==> config.mk <==
export PLATFORM = sky130hd
export DESIGN_NAME = border_pixel_mux
export DESIGN_NICKNAME = d
export VERILOG_FILES = /design/src/rtl/border_pixel_mux.sv
export SDC_FILE = /design/constraint.sdc
export NUM_CORES = 1
export LEC_CHECK = 0
export CAP_MARGIN = 20
export CORE_MARGIN = 5
export CORE_UTILIZATION = 50
export CTS_CLUSTER_SIZE = 8
export DETAILED_ROUTE_END_ITERATION = 8
export PLACE_DENSITY = 0.78
export SLEW_MARGIN = 20
export SYNTH_ARGS = -nofsm -noshare
export SYNTH_HDL_FRONTEND = slang
export SYNTH_SLANG_ARGS = --single-unit
==> constraint.sdc <==
create_clock -name clk_dot4x -period 6.4 [get_ports clk_dot4x]
set_input_delay 1.28 -clock clk_dot4x [delete_from_list [all_inputs] [get_ports clk_dot4x]]
set_output_delay 1.28 -clock clk_dot4x [all_outputs]
set_load 0.1 [all_outputs]
==> src/rtl/border_pixel_mux.sv <==
// border_pixel_mux
//   Aligns the border flag and border colour with the pixel stream, then
//   replaces the pixel colour with the border colour while the delayed border
//   flag is set. Also counts, per frame, the lines whose side border was
//   fully open and the lines whose vertical border was open on any dot.
//
// Ports
//   clk_dot4x        4x dot clock
//   rst              synchronous active-high reset
//   dot_rising       one-cycle pulse per dot; all state advances only then
//   main_border      main border flag
//   vborder          vertical border flag
//   ec               border colour
//   pixel_color_in   graphics/sprite colour, already aligned to output
//   new_line         first dot of a raster line (qualified by dot_rising)
//   new_frame        first dot of a frame (qualified by dot_rising)
//   pixel_color_out  final pixel colour
//   border_active    delayed main_border, as used by the mux
//   open_side_lines  side-open line count of the last completed frame
//   open_vert_lines  vertical-open line count of the last completed frame
//
// PIPE_DEPTH (1..4) is the dot delay from main_border/ec to the outputs.

module border_pixel_mux #(
    parameter int PIPE_DEPTH = 2
) (
    input  logic       clk_dot4x,
    input  logic       rst,
    input  logic       dot_rising,
    input  logic       main_border,
    input  logic       vborder,
    input  logic [3:0] ec,
    input  logic [3:0] pixel_color_in,
    input  logic       new_line,
    input  logic       new_frame,
    output logic [3:0] pixel_color_out,
    output logic       border_active,
    output logic [8:0] open_side_lines,
    output logic [8:0] open_vert_lines
);

    typedef struct packed {
        logic       border;
        logic [3:0] ec;
    } stage_t;

    localparam logic [8:0] CNT_MAX = 9'd511;

    // Border flag and colour travel together so a colour change mid-border
    // lands on exactly the same dot as a border edge would.
    stage_t [PIPE_DEPTH-1:0] dly;

    logic       line_has_dots;
    logic       line_mb_seen;
    logic       line_vb_open;
    logic [8:0] side_cnt;
    logic [8:0] vert_cnt;

    logic       line_start;
    logic       side_inc;
    logic       vert_inc;
    logic [8:0] side_next;
    logic [8:0] vert_next;

    // The delay line feeds one output register, so the last stage is read
    // directly: a sample taken at dot n reaches the outputs at dot n+PIPE_DEPTH.
    always_ff @(posedge clk_dot4x) begin
        if (rst) begin
            for (int i = 0; i < PIPE_DEPTH; i++) begin
                dly[i].border <= 1'b1;
                dly[i].ec     <= 4'd0;
            end
            pixel_color_out <= 4'd0;
            border_active   <= 1'b1;
        end else if (dot_rising) begin
            dly[0].border <= main_border;
            dly[0].ec     <= ec;
            for (int i = 1; i < PIPE_DEPTH; i++) begin
                dly[i] <= dly[i-1];
            end
            border_active   <= dly[PIPE_DEPTH-1].border;
            pixel_color_out <= dly[PIPE_DEPTH-1].border ? dly[PIPE_DEPTH-1].ec
                                                        : pixel_color_in;
        end
    end

    // new_frame alone still closes the line it interrupts.
    always_comb begin
        line_start = new_line | new_frame;
        side_inc   = line_has_dots & ~line_mb_seen;
        vert_inc   = line_has_dots & line_vb_open;
        side_next  = (side_inc && side_cnt != CNT_MAX) ? side_cnt + 9'd1 : side_cnt;
        vert_next  = (vert_inc && vert_cnt != CNT_MAX) ? vert_cnt + 9'd1 : vert_cnt;
    end

    // line_has_dots is only raised by a line start, so a line cut by reset
    // keeps it low until the next new_line and is never counted.
    always_ff @(posedge clk_dot4x) begin
        if (rst) begin
            line_has_dots   <= 1'b0;
            line_mb_seen    <= 1'b0;
            line_vb_open    <= 1'b0;
            side_cnt        <= 9'd0;
            vert_cnt        <= 9'd0;
            open_side_lines <= 9'd0;
            open_vert_lines <= 9'd0;
        end else if (dot_rising) begin
            if (line_start) begin
                // Finalize the previous line, then start tracking with this dot.
                line_has_dots <= 1'b1;
                line_mb_seen  <= main_border;
                line_vb_open  <= ~vborder;
                if (new_frame) begin
                    open_side_lines <= side_next;
                    open_vert_lines <= vert_next;
                    side_cnt        <= 9'd0;
                    vert_cnt        <= 9'd0;
                end else begin
                    side_cnt <= side_next;
                    vert_cnt <= vert_next;
                end
            end else begin
                line_mb_seen <= line_mb_seen | main_border;
                line_vb_open <= line_vb_open | ~vborder;
            end
        end
    end

endmodule

==> results.sh, run 1 <==
export IMPL_outcome="finished clean"
export IMPL_min_to="dly[4]"
export IMPL_track_usage=0.156
export IMPL_maxSlewViolCount=0
export IMPL_ff2ff_path_depth=8
export IMPL_cts_resized=0
export IMPL_wire_per_inst_um=12.7
export IMPL_start_util=0.514
export IMPL_io_pins=38
export IMPL_h_tree_depth=2
export IMPL_grt_max_degree=56
export IMPL_clk_pin_slew_worst_paths_ns=0.09
export IMPL_ff2ff_setup_slack_ns=3.91
export IMPL_power_frac_comb=0.185
export IMPL_fin_ws_ns=2.87
export IMPL_syn_avg_cell_area_um2=8.96
export IMPL_die_area_um2=6350
export IMPL_wl_um=4610
export IMPL_drive_gt1_frac=0.0475
export IMPL_cts_root_buffer="clkbuf_8"
export IMPL_portBuffers=37
export IMPL_synthMuxAreaShare=0.0495
export IMPL_reg2reg_to="side_cnt[7]"
export IMPL_leakage_nw=1.01
export IMPL_rows=25
export IMPL_path_cells="clkdlybuf4s50_1, and3b_1, nand2b_1, o22ai_1, a21o_1"
export IMPL_hpwl_um=3130
export IMPL_crit_family="buffers and inverters"
export IMPL_synthSimpleGateAreaFrac=0.199
export IMPL_p_total_mw=0.701
export IMPL_path_class="in -> reg"
export IMPL_cts_sinks=54
export IMPL_nets=313
export IMPL_netlist_area_um2=2430
export IMPL_irDropWorstVdd_v=0.000169
export IMPL_cts_buffers=5
export IMPL_synth_top_family_by_area="simple AND/OR/NAND/NOR gates"
export IMPL_n_antenna_cell=0
export IMPL_worstSetupStartpointType="primary input"
export IMPL_rsz0062_at_grt="no"
export IMPL_register_area_um2=1080
export IMPL_cts_tree="built"
export IMPL_design_area_um2=2860
export IMPL_p_seq_frac=0.509
export IMPL_antenna_left=0
export IMPL_place_ws_ns=2.43
export IMPL_multi_input_area_um2=1220
export IMPL_relSlewSlack=0.301
export IMPL_intPower_mw=0.494
export IMPL_crit_path_max_incr_delay_ns=1.16
export IMPL_synth_cells=271
export IMPL_grt_pass1_vias=1762
export IMPL_min_period_ns=3.53
export IMPL_yosys_cell_types_count=37
export IMPL_fmax_ghz=0.283
export IMPL_yosys_area_share_adder=0.0206
export IMPL_synthesis_nets=290
export IMPL_fin_tns_setup_ns=0
export IMPL_area_growth_pct=17.9
export IMPL_critPathBufInv=1
export IMPL_hold_depth=2
export IMPL_rr_startpoint="side_cnt[0]"
export IMPL_yosysWarnings=0
export IMPL_cts_setup_buffers=0
export IMPL_antenna_found_initial=0
export IMPL_grt_overflow=0
export IMPL_powerDensity_nw_per_um2=245
export IMPL_nFillCells=442
export IMPL_synthXorXnorAreaFrac=0.0469
export IMPL_switchingPower_mw=0.206
export IMPL_synth_compound_area_frac=0.185
export IMPL_placed_cell_area_um2=2750
export IMPL_drc=0
export IMPL_worstPathRequired_ns=6.66
export IMPL_slowest_stage="clkdlybuf4s50_1"
export IMPL_cts_hold_buf=0
export IMPL_viasPerCell=5.33
export IMPL_final_hold_viol_count=0
export IMPL_worstMarginPinSlew_ns=1.05
export IMPL_p_sw_frac=0.294
export IMPL_insertion_delay_ns=0.31
export IMPL_ys_seq_area_frac=0.445
export IMPL_critPathArrivalTime_ns=3.79
export IMPL_setup_viol=0
export IMPL_min_delay_start="dly[4]"
export IMPL_cap_viol_max_count=0
export IMPL_cts_path_max_buffers=2
export IMPL_die_x_um=79.7
export IMPL_fin_worst_skew_ns=0.00688
export IMPL_first_iter_violations=178
export IMPL_fp_coreArea_um2=4720
export IMPL_power_frac_clock=0.306
export IMPL_ys_ff_latch=54
export IMPL_vias=1928
export IMPL_worstSetupEndpointType="flip-flop"
export IMPL_crit_start="dot_rising"
export IMPL_grt_pass1_wl_um=7850
export IMPL_dr_pass1_iters=5
export IMPL_crit_fanout=29
export IMPL_gp_congestion=0.780
export IMPL_hp_class="reg -> reg"
export IMPL_period_share=0.552
export IMPL_die_h_um=79.7
area by class of cell:
| cell class | instances | share of cell area |
|---|---|---|
| clock buffers | 8 | 0.0385 |
| well taps | 67 | 0.0293 |
| flip-flops and latches | 54 | 0.378 |
| inverters | 1 | 0.00131 |
| multi-input cells | 195 | 0.425 |
| repair buffers | 37 | 0.128 |
layout by cell type, fill, tap and decap left out, types with 3 or more instances in the layout:
master            n
clkbuf_8          8
dfxtp_1          54
a211oi_1         17
nor3_1            6
ha_1              4
mux2i_1          12
o21ai_0           8
a21oi_1           8
nor3b_1           4
nand2_1          19
xor2_1            3
a31oi_1           4
xnor2_1          10
a311oi_1         11
a21o_1            4
nor2_1           47
a22oi_1           3
o22ai_1           4
nand3_1           8
or3_1             3
nor2b_1           3
clkdlybuf4s50_1  36
worst reg2reg max path: stages, from the launching register on:
cell and delay [ns]:
dfxtp_1 0.36, ha_1 0.27, nand3_1 0.10, nor2_1 0.05
ha_1 0.21, or3b_1 0.51, or3_4 0.44, or3_1 0.31
a31oi_1 0.17
how the worst max path moves through the flow:
stage                                     to  slack, ns  cells past startpoint
after CTS                 open_vert_lines[8]       2.76                      4
after floorplan           open_side_lines[0]       4.01                      6
after global routing             vert_cnt[6]       2.66                      5
after detailed placement  open_vert_lines[8]       2.43                      4
final                            vert_cnt[6]       2.87                      5
after global placement    open_vert_lines[8]       2.55                      4
sequential cells by signal, indices dropped and copies added, names as in the netlist, 4 cells and up:
register / cells
pixel_color_out: 4
open_vert_lines: 9
dly: 10
open_side_lines: 9
vert_cnt: 9
side_cnt: 9
power by group through the flow:
| stage | combinational, mW | sequential, mW | clock, mW |
|---|---|---|---|
| floorplan | 0.0426 | 0.423 | 0 |
| global placement | 0.129 | 0.364 | 0 |
| detailed placement | 0.130 | 0.365 | 0 |
| CTS | 0.130 | 0.357 | 0.221 |
| global route | 0.137 | 0.359 | 0.234 |
| finish | 0.129 | 0.357 | 0.215 |
metal layers:
metal,vias to the layer above,track usage,share of wire
met5,-,0,0
met4,0,0.0567,0.015
met3,5,0.0463,0.056
met2,41,0.265,0.46
met1,864,0.187,0.47
li1,1018,-,-
cells by family after synthesis:
| kind of cell | after synthesis |
|---|---|
| XOR/XNOR | 13 |
| multiplexers | 12 |
| AND/OR/NAND/NOR | 102 |
| flip-flops | 54 |
| buffers and inverters | 22 |
| AO/OA/AOI/OAI | 64 |
| adder cells (fa/ha/maj) | 4 |
synthesized netlist by cell type (all sizes together):
library cell / instances / area share
a211o: 2 / 0.0072
a211oi: 17 / 0.053
a21o: 4 / 0.012
a21oi: 8 / 0.016
a22oi: 3 / 0.0093
a311oi: 11 / 0.040
a31oi: 4 / 0.010
a32oi: 2 / 0.0072
and2: 1 / 0.0026
and3b: 2 / 0.0077
buf: 1 / 0.0046
clkbuf: 20 / 0.047
dfxtp: 54 / 0.45
ha: 4 / 0.021
inv: 1 / 0.0015
mux2i: 12 / 0.049
nand2: 19 / 0.029
nand2b: 1 / 0.0026
nand3: 8 / 0.016
nand3b: 2 / 0.0062
nand4: 2 / 0.0052
nor2: 47 / 0.073
nor2b: 3 / 0.0077
nor3: 6 / 0.012
nor3b: 5 / 0.018
o21a: 1 / 0.0031
o21ai: 8 / 0.016
o22ai: 4 / 0.010
or2: 1 / 0.0026
or3: 4 / 0.012
or3b: 1 / 0.0036
xnor2: 10 / 0.036
xor2: 3 / 0.011
through the flow:
| stage | hold WS (ns) | instances | util |
|---|---|---|---|
| final | 0.470 | 362 | 0.606 |
| after global routing | 0.511 | 362 | 0.606 |
| after CTS | 0.484 | 362 | 0.606 |
| after detailed placement | 0.469 | 354 | 0.582 |
| after global placement | 0.448 | 354 | 0.582 |
| after floorplan | 0.431 | 271 | - |
Note: power is estimated with default switching activity, not from simulation.
==> run 2: changes to the inputs <==
CORE_UTILIZATION = 48   (was 50)
clock period = 2.9 ns   (was 6.4 ns; I/O delays follow)
==> results.sh, run 2 (same netlist as run 1, synthesis figures left out) <==
export IMPL_area_growth_pct=16.4
export IMPL_setup_viol=0
export IMPL_vias=1968
export IMPL_nets=318
export IMPL_antenna_left=0
export IMPL_hp_class="reg -> reg"
export IMPL_worstSetupStartpointType="flip-flop"
export IMPL_fin_tns_setup_ns=0
export IMPL_wire_per_inst_um=13.0
export IMPL_rr_startpoint="side_cnt[0]"
export IMPL_h_tree_depth=2
export IMPL_portBuffers=37
export IMPL_cts_resized=0
export IMPL_start_util=0.504
export IMPL_p_total_mw=1.49
export IMPL_antenna_found_initial=0
export IMPL_leakage_nw=1.06
export IMPL_cts_tree="built"
export IMPL_period_share=0.833
export IMPL_min_period_ns=2.42
export IMPL_crit_fanout=10
export IMPL_outcome="finished clean"
export IMPL_grt_pass1_vias=1788
export IMPL_dr_pass1_iters=4
export IMPL_path_class="reg -> reg"
export IMPL_critPathArrivalTime_ns=2.65
export IMPL_regMostFlops="dly"
export IMPL_cap_viol_max_count=0
export IMPL_first_iter_violations=82
export IMPL_finalCoreUtilization=0.586
export IMPL_wl_um=4770
export IMPL_rsz0062_at_grt="no"
export IMPL_maxSlewViolCount=0
export IMPL_grt_pass1_wl_um=7830
export IMPL_irDropWorstVdd_v=0.000250
export IMPL_layout_commonest_cell="dfxtp_1"
export IMPL_insertion_delay_ns=0.31
export IMPL_io_pins=38
export IMPL_cts_buffers=5
export IMPL_cts_setup_buffers=0
export IMPL_largest_reg_flops=10
export IMPL_cts_hold_buf=0
export IMPL_cts_sinks=54
export IMPL_fmax_ghz=0.414
export IMPL_grt_max_degree=55
export IMPL_fp_coreArea_um2=4820
export IMPL_hpwl_um=3400
export IMPL_track_usage=0.150
export IMPL_rows=25
export IMPL_drc=0
export IMPL_worstPathRequired_ns=3.14
export IMPL_gp_congestion=0.813
export IMPL_final_hold_viol_count=0
export IMPL_crit_end="side_cnt[7]"
export IMPL_nFillCells=455
export IMPL_drive_gt1_frac=0.137
export IMPL_crit_start="side_cnt[0]"
export IMPL_n_antenna_cell=0
export IMPL_fin_worst_skew_ns=0.00902
export IMPL_die_x_um=81.1
export IMPL_cts_path_max_buffers=2
export IMPL_die_h_um=81.1
export IMPL_powerDensity_nw_per_um2=528
export IMPL_grt_overflow=0
export IMPL_clk_pin_slew_worst_paths_ns=0.10
export IMPL_viasPerCell=5.36
export IMPL_cts_root_buffer="clkbuf_8"
export IMPL_die_area_um2=6580
export IMPL_ff2ff_setup_slack_ns=0.48
export IMPL_final_cell_mix="dfxtp_1, nor2_1, buf_4, nand2_1, a211oi_1"
export IMPL_reg2reg_to="side_cnt[7]"
export IMPL_worstMarginPinSlew_ns=0.572
export IMPL_ff2ff_path_depth=8
export IMPL_worstSetupEndpointType="flip-flop"
export IMPL_relSlewSlack=0.615
==> run 2: changes by cell type in the layout (fill, tap and decap cells not counted) <==
cell	delta
clkbuf_8	-3
buf_4	+28
and2_1	+1
clkdlybuf4s50_1	-23
and2_2	-1
clkinv_4	+3
==> run 2: metrics by stage <==
step                instances  setup slack, ns  hold slack, ns  area [µm²]
floorplan                 271            0.644           0.431        2430
global placement          359            0.573           0.456        2730
detailed placement        359            0.508           0.456        2730
CTS                       367            0.493           0.478        2830
global route              367            0.353           0.517        2830
finish                    367            0.484           0.475        2830
==> run 2: layout make-up <==
cell class	instances	area, µm²	share of cell area
inverters	1	3.75	0.00133
flip-flops and latches	54	1080	0.383
well taps	67	83.8	0.0297
clock inverters	3	26.3	0.00930
clock buffers	5	68.8	0.0244
repair buffers	42	345	0.122
multi-input cells	195	1220	0.430
==> run 2: power breakdown <==
part | internal (mW) | total, mW | switching [mW]
combinational | 0.0771 | 0.285 | 0.208
sequential | 0.770 | 0.787 | 0.0170
clock | 0.175 | 0.421 | 0.247
total | 1.02 | 1.49 | 0.471
==> run 2: critical path: stages, from the launching register on <==
cell     delay [ns]
dfxtp_1        0.36
ha_1           0.26
nand3_1        0.09
nor2_1         0.04
ha_1           0.20
or3b_1         0.50
or3_4          0.43
or3_1          0.31
a31oi_1        0.15
==> run 2: per-layer routing <==
layer | wire length, µm | vias up | track usage | part of all wire
met2 | 2270 | 31 | 0.252 | 0.48
met1 | 2270 | 900 | 0.186 | 0.48
met5 | 0 | - | 0 | 0
li1 | - | 1033 | - | -
met3 | 194 | 4 | 0.0443 | 0.041
met4 | 32 | 0 | 0.0405 | 0.0067
==> run 2: worst min path at each step <==
stage                     startpoint      to  depth (start not counted)  slack, ns
after floorplan               dly[4]  dly[4]                          2       0.43
after global placement        dly[4]  dly[4]                          2       0.46
after detailed placement      dly[4]  dly[4]                          2       0.46
after CTS                     dly[4]  dly[4]                          2       0.48
after global routing          dly[4]  dly[9]                          1       0.52
final                         dly[4]  dly[4]                          2       0.48
